===== src/rtl/instr_fetch_queue_pkg.sv =====
// Shared fetch types and constants: instruction/PC width, NOP encoding, PC step, queue entry layout.
package fetch_pkg;

    localparam int              XLEN      = 32;
    localparam logic [XLEN-1:0] NOP_INSTR = 32'h0000_0013;
    localparam logic [XLEN-1:0] PC_STEP   = 32'd4;

    typedef struct packed {
        logic [XLEN-1:0] instr;
        logic [XLEN-1:0] pc;
    } fetch_entry_t;

    function automatic logic [XLEN-1:0] align_pc(input logic [XLEN-1:0] pc);
        return {pc[XLEN-1:2], 2'b00};
    endfunction

endpackage


===== src/rtl/instr_fetch_queue_if.sv =====
// Fetch stage bus bundle: imem request/response, redirect, decode-side valid/ready, busy.
interface instr_fetch_queue_if;
    import fetch_pkg::*;

    logic            imem_req;
    logic [XLEN-1:0] imem_addr;
    logic            imem_gnt;
    logic            imem_rvalid;
    logic [XLEN-1:0] imem_rdata;
    logic            redirect_valid;
    logic [XLEN-1:0] redirect_pc;
    logic            out_valid;
    logic            out_ready;
    logic [XLEN-1:0] out_instr;
    logic [XLEN-1:0] out_pc;
    logic [XLEN-1:0] out_pcplus4;
    logic            busy;

    modport master (
        output imem_req, imem_addr, out_valid, out_instr, out_pc, out_pcplus4, busy,
        input  imem_gnt, imem_rvalid, imem_rdata, redirect_valid, redirect_pc, out_ready
    );

    modport slave (
        input  imem_req, imem_addr, out_valid, out_instr, out_pc, out_pcplus4, busy,
        output imem_gnt, imem_rvalid, imem_rdata, redirect_valid, redirect_pc, out_ready
    );

endinterface


===== src/rtl/instr_fetch_queue_fifo.sv =====
// fetch_fifo: DEPTH-entry synchronous FIFO, flush wins over push/pop; pop data is the head, visible the
// cycle after push. No full flag: the caller's credit scheme guarantees no push while full.
module fetch_fifo #(
    parameter int DEPTH = 4,
    parameter int WIDTH = 64
) (
    input  logic                     clk,
    input  logic                     rst_n,
    input  logic                     flush,
    input  logic                     push,
    input  logic [WIDTH-1:0]         push_dat,
    input  logic                     pop,
    output logic [WIDTH-1:0]         pop_dat,
    output logic [$clog2(DEPTH):0]   count,
    output logic                     empty
);
    localparam int AW = $clog2(DEPTH);

    logic [WIDTH-1:0] r_mem [DEPTH];
    logic [AW-1:0]    r_rd_ptr;
    logic [AW-1:0]    r_wr_ptr;
    logic [AW:0]      r_count;

    always_ff @(posedge clk) begin
        if (push && !flush) begin
            r_mem[r_wr_ptr] <= push_dat;
        end
    end

    always_ff @(posedge clk or negedge rst_n) begin
        if (!rst_n) begin
            r_rd_ptr <= '0;
            r_wr_ptr <= '0;
            r_count  <= '0;
        end else if (flush) begin
            r_rd_ptr <= '0;
            r_wr_ptr <= '0;
            r_count  <= '0;
        end else begin
            if (push) r_wr_ptr <= r_wr_ptr + AW'(1);
            if (pop)  r_rd_ptr <= r_rd_ptr + AW'(1);
            r_count <= r_count + {{AW{1'b0}}, push} - {{AW{1'b0}}, pop};
        end
    end

    assign pop_dat = r_mem[r_rd_ptr];
    assign count   = r_count;
    assign empty   = (r_count == '0);

endmodule


===== src/rtl/instr_fetch_queue.sv =====
// In-order fetch: sequential imem requests throttled by queue+outstanding credits, responses queued with PCs,
// head to decode over valid/ready; redirect flushes and drops in-flight data. INSTR_FETCH_BYPASS_EN: empty-queue bypass.
module instr_fetch_queue
    import fetch_pkg::*;
#(
    parameter int          DEPTH    = 4,
    parameter logic [31:0] RESET_PC = 32'h0000_0000
) (
    input  logic                clk,
    input  logic                reset,
    instr_fetch_queue_if.master bus
);
    localparam int          CW       = $clog2(DEPTH) + 1;
    localparam logic [CW:0] LP_DEPTH = (CW + 1)'(DEPTH);

    logic [XLEN-1:0] r_fetch_pc;
    logic [XLEN-1:0] r_resp_pc;
    logic [CW-1:0]   r_outstanding;
    logic [CW-1:0]   r_stale;

    logic [CW-1:0]   w_occ;
    logic [CW-1:0]   w_outstanding_nxt;
    logic [CW:0]     w_credits;
    logic            w_req;
    logic            w_empty;
    logic            w_grant;
    logic            w_resp_live;
    logic            w_push;
    logic            w_pop;
    logic            w_out_vld;
    logic [XLEN-1:0] w_redirect_pc;
    fetch_entry_t    w_push_ent;
    fetch_entry_t    w_head;
    fetch_entry_t    w_out_ent;

    // Credits count both queued entries and requests still in flight, so a push can never find the queue full.
    assign w_credits = {1'b0, w_occ} + {1'b0, r_outstanding};
    assign w_req     = reset & (w_credits < LP_DEPTH);
    assign w_grant   = w_req & bus.imem_gnt;

    assign w_outstanding_nxt = r_outstanding + CW'(w_grant) - CW'(bus.imem_rvalid);
    assign w_redirect_pc     = align_pc(bus.redirect_pc);

    assign w_resp_live = bus.imem_rvalid & (r_stale == '0) & ~bus.redirect_valid;
    assign w_push_ent  = '{instr: bus.imem_rdata, pc: r_resp_pc};
    assign w_pop       = ~w_empty & bus.out_ready;

`ifdef INSTR_FETCH_BYPASS_EN
    logic w_bypass;
    assign w_bypass  = w_resp_live & w_empty;
    assign w_push    = w_resp_live & ~(w_bypass & bus.out_ready);
    assign w_out_vld = ~w_empty | w_bypass;
    assign w_out_ent = w_empty ? w_push_ent : w_head;
`else
    assign w_push    = w_resp_live;
    assign w_out_vld = ~w_empty;
    assign w_out_ent = w_head;
`endif

    fetch_fifo #(
        .DEPTH (DEPTH),
        .WIDTH ($bits(fetch_entry_t))
    ) u_fifo (
        .clk      (clk),
        .rst_n    (reset),
        .flush    (bus.redirect_valid),
        .push     (w_push),
        .push_dat (w_push_ent),
        .pop      (w_pop),
        .pop_dat  (w_head),
        .count    (w_occ),
        .empty    (w_empty)
    );

    always_ff @(posedge clk or negedge reset) begin
        if (!reset) begin
            r_fetch_pc    <= RESET_PC;
            r_resp_pc     <= RESET_PC;
            r_outstanding <= '0;
            r_stale       <= '0;
        end else begin
            r_outstanding <= w_outstanding_nxt;
            if (bus.redirect_valid) begin
                // Everything still in flight after this cycle belongs to the old path.
                r_fetch_pc <= w_redirect_pc;
                r_resp_pc  <= w_redirect_pc;
                r_stale    <= w_outstanding_nxt;
            end else begin
                if (w_grant) begin
                    r_fetch_pc <= r_fetch_pc + PC_STEP;
                end
                if (bus.imem_rvalid) begin
                    if (r_stale != '0) begin
                        r_stale <= r_stale - CW'(1);
                    end else begin
                        r_resp_pc <= r_resp_pc + PC_STEP;
                    end
                end
            end
        end
    end

    assign bus.imem_req    = w_req;
    assign bus.imem_addr   = r_fetch_pc;
    assign bus.out_valid   = w_out_vld;
    assign bus.out_instr   = w_out_vld ? w_out_ent.instr : NOP_INSTR;
    assign bus.out_pc      = w_out_vld ? w_out_ent.pc : '0;
    assign bus.out_pcplus4 = bus.out_pc + PC_STEP;
    assign bus.busy        = (r_outstanding != '0);

endmodule


===== src/flat_wrapper.sv =====
// flat-port wrapper written by rule: the top's interface ports become plain ports
module instr_fetch_queue_flat import fetch_pkg::*;
#(
    parameter int          DEPTH    = 4,
    parameter logic [31:0] RESET_PC = 32'h0000_0000
)
  (clk, reset, bus_imem_req, bus_imem_addr, bus_out_valid, bus_out_instr, bus_out_pc, bus_out_pcplus4, bus_busy, bus_imem_gnt, bus_imem_rvalid, bus_imem_rdata, bus_redirect_valid, bus_redirect_pc, bus_out_ready);
  instr_fetch_queue_if bus_i ();
  input  logic clk;
  input  logic reset;
  output wire logic [$bits(bus_i.imem_req)-1:0] bus_imem_req;
  output wire logic [$bits(bus_i.imem_addr)-1:0] bus_imem_addr;
  output wire logic [$bits(bus_i.out_valid)-1:0] bus_out_valid;
  output wire logic [$bits(bus_i.out_instr)-1:0] bus_out_instr;
  output wire logic [$bits(bus_i.out_pc)-1:0] bus_out_pc;
  output wire logic [$bits(bus_i.out_pcplus4)-1:0] bus_out_pcplus4;
  output wire logic [$bits(bus_i.busy)-1:0] bus_busy;
  input wire logic [$bits(bus_i.imem_gnt)-1:0] bus_imem_gnt;
  input wire logic [$bits(bus_i.imem_rvalid)-1:0] bus_imem_rvalid;
  input wire logic [$bits(bus_i.imem_rdata)-1:0] bus_imem_rdata;
  input wire logic [$bits(bus_i.redirect_valid)-1:0] bus_redirect_valid;
  input wire logic [$bits(bus_i.redirect_pc)-1:0] bus_redirect_pc;
  input wire logic [$bits(bus_i.out_ready)-1:0] bus_out_ready;
  assign bus_imem_req = bus_i.imem_req;
  assign bus_imem_addr = bus_i.imem_addr;
  assign bus_out_valid = bus_i.out_valid;
  assign bus_out_instr = bus_i.out_instr;
  assign bus_out_pc = bus_i.out_pc;
  assign bus_out_pcplus4 = bus_i.out_pcplus4;
  assign bus_busy = bus_i.busy;
  assign bus_i.imem_gnt = bus_imem_gnt;
  assign bus_i.imem_rvalid = bus_imem_rvalid;
  assign bus_i.imem_rdata = bus_imem_rdata;
  assign bus_i.redirect_valid = bus_redirect_valid;
  assign bus_i.redirect_pc = bus_redirect_pc;
  assign bus_i.out_ready = bus_out_ready;
  instr_fetch_queue #(.DEPTH(DEPTH), .RESET_PC(RESET_PC)) u_core (.clk(clk), .reset(reset), .bus(bus_i));
endmodule

===== config.mk =====
export PLATFORM = sky130hd
export DESIGN_NAME = instr_fetch_queue_flat
export DESIGN_NICKNAME = d
export VERILOG_FILES = /design/src/rtl/instr_fetch_queue_pkg.sv /design/src/rtl/instr_fetch_queue_if.sv /design/src/rtl/instr_fetch_queue_fifo.sv /design/src/rtl/instr_fetch_queue.sv /design/src/flat_wrapper.sv
export SDC_FILE = /design/constraint.sdc
export NUM_CORES = 1
export LEC_CHECK = 0
export ABC_AREA = 1
export BUFFER_PORTS_ARGS = -buffer_cell sky130_fd_sc_hd__buf_4
export CORE_ASPECT_RATIO = 1.1
export CORE_MARGIN = 1
export CORE_UTILIZATION = 60
export DETAILED_ROUTE_END_ITERATION = 16
export PLACE_DENSITY = 0.89
export SKIP_CTS_REPAIR_TIMING = 1
export SYNTH_ARGS = -nofsm -noshare
export SYNTH_HDL_FRONTEND = slang
export SYNTH_SLANG_ARGS = --single-unit

===== constraint.sdc =====
create_clock -name clk -period 9.55 [get_ports clk]
set_input_delay 1.4325 -clock clk [delete_from_list [all_inputs] [get_ports clk]]
set_output_delay 1.4325 -clock clk [all_outputs]
set_load 0.02 [all_outputs]

==> metrics.md <==
| Metric | Value |
|---|---|
| Setup TNS | `0 ns` |
| Top FF cell, synth | `sky130_fd_sc_hd__edfxtp_1` |
| Remaining Overflow, GRT | `0` |
| Average cell area after synthesis | `9.27 um^2` |
| Combined area of the multi-input logic cells | `5630 um^2` |
| CP Data Arrival Time | `4.71 ns` |
| Clock latency of the later-clocked register in the worst-skew pair | `0.57 ns` |
| Worst clock skew on the final layout | `0.0233 ns` |
| Cell leakage power | `7.55 nW` |
| Post-Synth XOR/XNOR Area | `0.0256` |
| Number of maximum-capacitance violations | `0` |
| Max-slew headroom | `0.303` |
| Min-delay src | `u_core.r_resp_pc[31]` |
| Port bufs | `192` |
| Final setup violation count | `0` |
| Die Area | `26900 um^2` |
| First drt pass iteration count | `6` |
| Initial Util | `0.618` |
| Number of placed I/O pins | `201` |
| Number of vias in the routed layout | `12900` |
| TritonCTS clock tree | `built` |
| Register share of total power | `0.384` |
| Proportion of synthesized flip-flops having asynchronous set or reset | `0.227` |
| Max Clk Rate | `163 MHz` |
| Placed insts | `2183` |
| Combinational Power Share | `0.376` |
| Number of distinct library cells after synthesis | `45` |
| Crit-path slowest cell | `sky130_fd_sc_hd__inv_2` |
| Yosys reg bits | `321` |
| Count of fill cells added during filler insertion | `1815` |
| Remaining design rule violation count | `0` |
| Slew at the pin with the worst max-slew slack | `1.05 ns` |
| Ranking of synthesized cells by instance count | `sky130_fd_sc_hd__nand2_1 (465), sky130_fd_sc_hd__nor2_1 (255), sky130_fd_sc_hd__edfxtp_1 (248)` |
| Area taken by flip-flops and latches | `9280 um^2` |
| Highest cell delay on the worst timing path | `0.89 ns` |
| Setup crit start kind | `flip-flop` |
| Crit end category | `primary output` |
| Main combinational cell family by area after synthesis | `simple AND/OR/NAND/NOR gates` |
| Vias in the first global route | `12500` |
| Largest cells by area after synthesis | `sky130_fd_sc_hd__edfxtp_1 (47%), sky130_fd_sc_hd__dfrtp_1 (12%), sky130_fd_sc_hd__nand2_1 (11%)` |
| Clock-pin transition on the worst setup and hold timing paths | `0.06 ns` |
| Total number of nets in the final design | `1956` |
| Tightest Hold Check Type | `reg -> reg` |
| Post-synth top area share | `0.473` |
| Data required time at the worst endpoint | `8.12 ns` |
| Avg Vias per Cell | `5.75` |
| Count of endpoints failing hold in the final timing report | `0` |
| Net switching share of the total power | `0.391` |
| Synth warnings | `0` |
| Rows | `61` |
| Core area | `25500 um^2` |
| Maximum number of pins on one net before global-route repair | `70` |
| Total CTS buffers | `30` |
| Outcome | `completed` |
| Sequential-to-total area share from yosys stat | `0.589` |
| Share of post-route cells with drive strength above 1 | `0.158` |
| Share of the clock period used by the worst path after layout | `0.644` |
| Clock share of power | `0.240` |
| Minimum clock period | `6.15 ns` |
| Violation count after the first detailed-routing iteration | `1848` |
| First-pass GRT wire length | `62700 um` |
| Clock sink total | `321` |
| Setup repair after global routing missed its margin | `no` |
| Number of H-tree branching levels | `1` |
| Die height | `172 um` |
| Max clock buf depth | `3` |
| Global routing usage summed across all routing layers | `0.302` |
| Clock tree root driver cell | `sky130_fd_sc_hd__clkbuf_16` |
| Synth Area in Compound Gates | `0.0626` |
| Area growth from synthesis to layout | `16.2%` |
| Number of antenna diodes | `0` |
| Antenna violations before repair | `0` |
| Net Sw Power | `1.82 mW` |
| Power per standard cell area | `255 nW/um^2` |
| Final Instance Count excl. Fillers | `2238` |
| Synthesized instance count | `1699` |
| Final RePlAce weighted congestion | `0.962` |
| Startpoint of the most critical register-to-register path | `u_core.r_stale[0]` |
| Wire length per cell after detailed routing | `17.8 um` |
| Count of flip-flops with a built-in enable after synthesis | `248` |
| Count leader, synth | `sky130_fd_sc_hd__nand2_1` |
| Post-detailed-placement half-perimeter wirelength | `26000 um` |
| Number of pins exceeding their max-slew limit in the final report | `0` |
| Reg2Reg Setup Slack | `6.68 ns` |
| Combined area of all synthesized cells | `15700 um^2` |
| Post-synthesis adder-cell area fraction | `0.0145` |
| Crit Path Category | `reg -> out` |
| Critical Path Fanout Max | `69` |
| Die W | `156 um` |
| Leading area contributor after synthesis | `sky130_fd_sc_hd__edfxtp_1` |
| Final Routed Wirelength | `39900 um` |
| Cell-by-cell trace of the critical path | `inv_2 -> buf_4 -> nand2_1 -> nand3_1 -> and2_2 -> inv_1 -> nor2_1 -> ha_1 -> nand3_4 -> nor2_4 -> nand2_1 -> xor2_1 -> buf_4` |
| Start point of the critical path | `u_core.u_fifo.r_rd_ptr[0]` |
| Internal power contribution | `2.84 mW` |
| DRT antenna net count | `0` |
| Post-synthesis simple-gate area fraction | `0.252` |
| Mux contribution to synthesized area | `0` |
| Maximum vdd drop | `0.000155 V` |
power groups by stage:
stage / sequential, mW / clock (mW) / combinational (mW)
after floorplan: 1.78 / 0 / 1.13
after global placement: 1.80 / 0 / 1.68
after detailed placement: 1.81 / 0 / 1.73
after CTS: 1.79 / 1.13 / 1.74
after global routing: 1.81 / 1.18 / 1.90
final: 1.79 / 1.12 / 1.75
layer usage:
metal | track usage | wire (um)
met1 | 0.382 | 15000
met2 | 0.525 | 19900
met3 | 0.0456 | 3830
met4 | 0.118 | 1270
met5 | 0 | 0
registers in the layout, indices dropped and copies added (netlist names):
name and flops:
u_core.u_fifo.r_mem 248, u_core.bus.imem_addr 30, u_core.r_resp_pc 30, u_core.r_outstanding 3, u_core.r_stale 3, u_core.u_fifo.count 3
u_core.u_fifo.r_rd_ptr 2, u_core.u_fifo.r_wr_ptr 2
metrics by stage:
stage	area, um^2	worst slack, ns	total power [mW]	hold WS (ns)	utilization
2_1_floorplan	15800	4.31	2.91	0.476	-
3_3_place_gp	17400	4.22	3.48	0.493	0.681
3_5_place_dp	17400	4.09	3.54	0.502	0.681
4_1_cts	18300	3.45	4.66	0.516	0.718
5_1_grt	18300	3.08	4.89	0.536	0.718
6_report	18300	3.40	4.66	0.519	0.718
cell families after synthesis:
logic type	Yosys count
compound gates	176
xor+xnor	46
fa+ha+maj	17
buf+inv	201
flops	321
other cells	1
simple gates	937
layout make-up:
type / count / area share
Timing Repair Buffer: 204 / 0.0837
Clock inverter: 17 / 0.00739
Clock buffer: 38 / 0.0432
Sequential cell: 321 / 0.507
Inverter: 130 / 0.0267
Multi-Input combinational cell: 1182 / 0.308
Tap cell: 346 / 0.0237
worst max-delay path: cells and delay by family, from the launching register on:
family / cells / cell delay, ns
AND/OR/NAND/NOR: 7 / 1.11
flip-flops: 1 / 0.75
adder cells (fa/ha/maj): 1 / 0.25
buffers and inverters: 4 / 1.78
XOR/XNOR: 1 / 0.22
cells in the final DEF, fill, tap and decap left out, types with 21 or more instances in the layout:
| cell type | instances |
|---|---|
| sky130_fd_sc_hd__a21oi_1 | 45 |
| sky130_fd_sc_hd__buf_4 | 204 |
| sky130_fd_sc_hd__clkbuf_16 | 30 |
| sky130_fd_sc_hd__dfrtp_1 | 71 |
| sky130_fd_sc_hd__edfxtp_1 | 248 |
| sky130_fd_sc_hd__inv_1 | 124 |
| sky130_fd_sc_hd__nand2_1 | 465 |
| sky130_fd_sc_hd__nand3_1 | 138 |
| sky130_fd_sc_hd__nor2_1 | 251 |
| sky130_fd_sc_hd__o211ai_1 | 21 |
| sky130_fd_sc_hd__o21ai_0 | 88 |
| sky130_fd_sc_hd__xor2_1 | 36 |
worst paths after layout:
path                       depth (start not counted)                         end
min                                                0  u_core.u_fifo.r_mem[3][31]
max                                               13         bus_out_pcplus4[12]
min reg2reg                                        0  u_core.u_fifo.r_mem[3][31]
max reg2reg                                        8  u_core.u_fifo.r_mem[1][20]
max in group asynchronous                          2   u_core.u_fifo.r_rd_ptr[0]
min in group asynchronous                          1    u_core.bus.imem_addr[24]
(Power assumes the default switching activity.)
